<file path="src/rtl/pipeline_controller_pkg.sv">
// Shared types for the microRISC pipeline controller:
// FSM state encodings and the per-stage control bundle.
package pipeline_controller_pkg;

  typedef enum logic [1:0] {
    ST_RUN    = 2'd0,
    ST_DWAIT  = 2'd1,
    ST_HALTED = 2'd2
  } state_e;

  typedef struct packed {
    logic pc_en;
    logic if_id_en;
    logic if_id_flush;
    logic id_ex_en;
    logic id_ex_flush;
    logic ex_mem_en;
    logic mem_wb_en;
  } stage_ctl_t;

  localparam stage_ctl_t CTL_FREEZE = stage_ctl_t'(7'b000_0000);
  localparam stage_ctl_t CTL_RESET  = stage_ctl_t'(7'b001_0100);
  localparam stage_ctl_t CTL_ADV    = stage_ctl_t'(7'b110_1011);
  localparam stage_ctl_t CTL_FLUSH  = stage_ctl_t'(7'b111_1111);
  localparam stage_ctl_t CTL_STALL  = stage_ctl_t'(7'b000_1111);
  localparam stage_ctl_t CTL_IMISS  = stage_ctl_t'(7'b011_1011);
  localparam stage_ctl_t CTL_RETIRE = stage_ctl_t'(7'b000_0001);

endpackage

</file>
<file path="src/rtl/pipeline_controller_sat.sv">
// sat_counter: up-counter that sticks at all-ones.
// Ports: clk_i, clr_i (sync clear, wins), en_i, q_o.
module sat_counter #(
  parameter int W = 16
) (
  input  logic         clk_i,
  input  logic         clr_i,
  input  logic         en_i,
  output logic [W-1:0] q_o
);

  logic [W-1:0] q_q;
  logic [W-1:0] q_d;

  always_comb begin
    q_d = q_q;
    if (en_i && (q_q != '1)) q_d = q_q + W'(1);
  end

  always_ff @(posedge clk_i) begin
    if (clr_i) q_q <= '0;
    else       q_q <= q_d;
  end

  assign q_o = q_q;

endmodule

</file>
<file path="src/rtl/pipeline_controller.sv">
// Pipeline sequencer: hazards, dmem wait, watchdog, halt -> stage enables/flushes.
// Ports: clk, rst (sync, high), hazard/mem/halt inputs, stage controls, status, perf counters.
module pipeline_controller
  import pipeline_controller_pkg::*;
#(
  parameter int CNT_W   = 16,
  parameter int TIMEOUT = 64
) (
  input  logic             clk,
  input  logic             rst,
  input  logic             hz_stall,
  input  logic             hz_flush,
  input  logic             imem_ready,
  input  logic             mem_access,
  input  logic             dmem_ready,
  input  logic             halt_req,
  input  logic             resume,
  output logic             pc_en,
  output logic             if_id_en,
  output logic             if_id_flush,
  output logic             id_ex_en,
  output logic             id_ex_flush,
  output logic             ex_mem_en,
  output logic             mem_wb_en,
  output logic             halted,
  output logic             mem_timeout,
  output logic [CNT_W-1:0] stall_cnt,
  output logic [CNT_W-1:0] flush_cnt
);

  localparam int TO_W = $clog2(TIMEOUT + 1);
  localparam logic [TO_W-1:0] TO_MAX = TO_W'(TIMEOUT);

  state_e          state_q, state_d;
  logic [TO_W-1:0] wd_q, wd_d;
  logic            mto_q, mto_d;
  stage_ctl_t      ctl, ctl_o;
  logic            run_eval, mem_ok;
  logic            stall_inc, flush_inc;

  always_comb begin
    state_d   = state_q;
    wd_d      = wd_q;
    mto_d     = mto_q;
    ctl       = CTL_FREEZE;
    run_eval  = 1'b0;
    mem_ok    = 1'b0;
    stall_inc = 1'b0;
    flush_inc = 1'b0;

    unique case (state_q)
      ST_RUN: begin
        run_eval = 1'b1;
        mem_ok   = !(mem_access && !dmem_ready);
      end
      ST_DWAIT: begin
        if (dmem_ready) begin
          run_eval = 1'b1;
          mem_ok   = 1'b1;
        end else if (wd_q == TO_MAX) begin
          state_d = ST_HALTED;
          mto_d   = 1'b1;
          wd_d    = '0;
        end else begin
          wd_d = wd_q + TO_W'(1);
        end
      end
      ST_HALTED: begin
        if (resume) state_d = ST_RUN;
      end
      default: state_d = ST_RUN;
    endcase

    if (run_eval) begin
      if (!mem_ok) begin
        state_d = ST_DWAIT;
        wd_d    = TO_W'(1);
      end else begin
        state_d = ST_RUN;
        wd_d    = '0;
        if (halt_req) begin
          ctl     = CTL_RETIRE;
          state_d = ST_HALTED;
        end else if (hz_flush) begin
          // a coincident stall is moot: its instruction is squashed
          ctl       = CTL_FLUSH;
          flush_inc = 1'b1;
        end else if (hz_stall) begin
          ctl       = CTL_STALL;
          stall_inc = (state_q == ST_RUN);
        end else if (!imem_ready) begin
          ctl       = CTL_IMISS;
          stall_inc = (state_q == ST_RUN);
        end else begin
          ctl = CTL_ADV;
        end
      end
    end
  end

  always_ff @(posedge clk) begin
    if (rst) begin
      state_q <= ST_RUN;
      wd_q    <= '0;
      mto_q   <= 1'b0;
    end else begin
      state_q <= state_d;
      wd_q    <= wd_d;
      mto_q   <= mto_d;
    end
  end

  sat_counter #(.W(CNT_W)) u_stall_cnt (
    .clk_i (clk),
    .clr_i (rst),
    .en_i  (stall_inc),
    .q_o   (stall_cnt)
  );

  sat_counter #(.W(CNT_W)) u_flush_cnt (
    .clk_i (clk),
    .clr_i (rst),
    .en_i  (flush_inc),
    .q_o   (flush_cnt)
  );

  assign ctl_o       = rst ? CTL_RESET : ctl;
  assign pc_en       = ctl_o.pc_en;
  assign if_id_en    = ctl_o.if_id_en;
  assign if_id_flush = ctl_o.if_id_flush;
  assign id_ex_en    = ctl_o.id_ex_en;
  assign id_ex_flush = ctl_o.id_ex_flush;
  assign ex_mem_en   = ctl_o.ex_mem_en;
  assign mem_wb_en   = ctl_o.mem_wb_en;
  assign halted      = !rst && (state_q == ST_HALTED);
  assign mem_timeout = mto_q;

endmodule

</file>
<file path="config.mk">
export PLATFORM = sky130hd
export DESIGN_NAME = pipeline_controller
export DESIGN_NICKNAME = d
export VERILOG_FILES = /design/src/rtl/pipeline_controller_pkg.sv /design/src/rtl/pipeline_controller_sat.sv /design/src/rtl/pipeline_controller.sv
export SDC_FILE = /design/constraint.sdc
export NUM_CORES = 1
export LEC_CHECK = 0
export ABC_AREA = 1
export CORE_UTILIZATION = 50
export CTS_CLUSTER_SIZE = 30
export DETAILED_ROUTE_END_ITERATION = 12
export PLACE_DENSITY = 0.77
export SYNTH_ARGS = -nofsm -noshare
export SYNTH_HDL_FRONTEND = slang
export SYNTH_SLANG_ARGS = --single-unit
</file>
<file path="constraint.sdc">
create_clock -name clk -period 1.95 [get_ports clk]
set_input_delay 0.585 -clock clk [delete_from_list [all_inputs] [get_ports clk]]
set_output_delay 0.585 -clock clk [all_outputs]
set_load 0.005 [all_outputs]
</file>
==> out/summary.txt <==
status - complete, but fails checks
violated checks - negative setup slack
hold_buf cts - 0
DIE AREA - 5620 µm²
via count - 2730
DP Worst Slack - -0.798 ns
cell count after synthesis - 397
Syn Area/Cell - 6.71 µm²
CTS root buffer - clkbuf_8
CP Cell Sequence - nor2_4 -> nand2_2 -> nand2_4 -> buf_6 -> nand3_4 -> inv_4 -> nor2_4 -> o31ai_2 -> buf_2
Fill cells - 438
WL final - 6350 µm
H-tree depth - 2
placed inst area - 3420 µm²
placed cells - 537
Detailed Place HPWL - 4540 µm
Design Power - 1.86 mW
cell mode on critical path - nor2_4
top sig layer - met4
Post-synth EDFFs - 0
Pins Over Slew Limit - 0
CTS max path bufs - 2
die extent in y - 75.0 µm
FP Rows - 26
CP Buf/Inv Count - 3
Synth Flop Type - dfxtp_1
core area - 5110 µm²
leakage - 1.38 nW
WP data arrival - 1.45 ns
final hold slack - 0.468 ns
Post-Layout Cell Count - 554
Seq cells post-synth - 42
slew margin rel. - 0.742
Pwr Density - 517 nW/µm²
final hold violations - 0
routed length on met2 - 3140 µm
gr ovfl total - 0
ant diodes - 0
Initial DRC Count - 163
M1 wire length - 2890 µm
I/O Pins - 50
Setup WS post-layout - -0.0824 ns
gr usage total - 0.236
area of the multi-input gates - 1610 µm²
port bufs - 49
Final setup viols - 4
CTS sink cnt - 42
drt pass-1 iters - 4
Die Width - 75.0 µm
critical path's largest stage delay - 0.37 ns
gpl congestion - 0.845
post-route ant nets - 0
drt wl/cell - 11.5 µm
Max Cap Viol - 0
critical path required time - 1.36 ns
largest net degree at the start of global routing - 20
count of cell types in the netlist - 32
metal3 WL - 265 µm
CP Capture Type - output port
TritonCTS buffer count - 5
final instance area - 3600 µm²
first-pass GRT wire length - 10400 µm
RSZ-0062 raised after global routing - true
clk_lat worst skew - 0.29 ns
Post-synth ARST share - 0
DRC violations left - 0
DR vias/cell - 4.93
Initial Utilization - 0.521
sequential cell area - 848 µm²
critical path's slowest cell - dfxtp_4
hold crit path type - reg2reg
Ys Warns - 0
number of global-route vias before repair - 2394
Peak VDD IR - 0.276 mV
sequential area share after synthesis - 0.316
Post-layout nets - 496
clk_skew - 0.00408 ns
critical path's top delay family - simple AND/OR/NAND/NOR gates
fmax - 0.492 GHz
Mapped Area - 2660 µm²
r2r setup slk - 0.24 ns
Clock transition at path regs - 0.08 ns
crit path kind - reg2out
syn nets - 410
initial antenna violation count - 0
Critical Path Source Type - flop
Area growth, synth to finish - 35.1%
maximum fanout along the worst path - 3
CTS tree - done
final worst path period share - 1.04
Final Critical Period - 2.03 ns
fraction of layout cells with a size suffix above 1 - 0.240
Slew @ Worst Pin - 0.384 ns
## placed cells by master (no fill, tap or decap), drive strengths merged, types with 4 or more instances in the layout
cell,count
a21oi,33
buf,49
clkbuf,7
clkdlybuf4s50,34
dfxtp,42
ha,4
inv,43
nand2,141
nand3,19
nand4,9
nor2,58
nor3,5
o21ai,10
xnor2,4
xor2,12
## area by class of cell
class	count	share of cell area
inverter	43	0.0456
clock buffer	6	0.0202
sequential	42	0.236
multi-input combinational	303	0.448
clock inverter	2	0.0104
tap	70	0.0243
timing repair buffer	88	0.215
## final timing paths
check | end | start | cells past startpoint
hold / removal | mem_timeout$_SDFFE_PP0P_ | mem_timeout$_SDFFE_PP0P_ | 2
setup / recovery | if_id_flush | state_q[1]$_SDFFE_PP0P_ | 9
setup reg to reg | u_stall_cnt.q_o[10]$_SDFFE_PP0P_ | u_stall_cnt.q_o[1]$_SDFFE_PP0P_ | 9
hold reg to reg | mem_timeout$_SDFFE_PP0P_ | mem_timeout$_SDFFE_PP0P_ | 2
## worst min-delay path, stage by stage, from the launching register on
cell and delay, ns:
dfxtp_1 0.32, inv_1 0.05, a21oi_1 0.05
## cell usage after synthesis (all sizes together), types with 2 or more instances
cell / number / area (µm²)
nand3: 19 / 118
buf: 5 / 57.6
a21oi: 33 / 210
nand2: 141 / 602
nand4: 9 / 56.3
clkbuf: 4 / 15.0
inv: 43 / 161
nor3b: 2 / 15.0
nor2: 58 / 279
dfxtp: 42 / 841
xor2: 12 / 105
ha: 4 / 50.1
nor3: 5 / 25.0
xnor2: 4 / 35.0
o21ai: 10 / 50.1
## cell families (layout without fill, tap and decap cells)
group,after synthesis,in the layout,synth area share
flops,42,42,0.316
compound gates,46,46,0.106
buf+inv,52,139,0.0879
fa+ha+maj,4,4,0.0188
simple gates,237,237,0.419
xor+xnor,16,16,0.0526
## power by group
part	internal, mW	switching [mW]
combinational	0.141	0.145
clock	0.382	0.308
sequential	0.870	0.0136
## sequential cells by signal (all words and copies together) (netlist names)
name             count
u_flush_cnt.q_o     16
u_stall_cnt.q_o     16
wd_q                 7
state_q              2
mem_timeout          1
## metal layers
layer  vias up  global-route usage
met4         0              0.0608
met3         5              0.0415
met2        59               0.407
li1       1418                   -
met1      1248               0.304
met5         -                   0
## per-stage QoR
stage           util  setup TNS (ns)
2_1_floorplan      -               0
3_3_place_gp   0.669          -10.42
3_5_place_dp   0.669          -11.86
4_1_cts        0.698          -0.146
5_1_grt        0.704          -0.584
6_report       0.704          -0.165
## timing repair
item / in CTS / in global routing
buffers inserted: 7 / 2
pin swaps: 7 / 6
setup endpoints to repair: 8 / 9
resized for setup: 61 / 8
(Power assumes the default switching activity.)
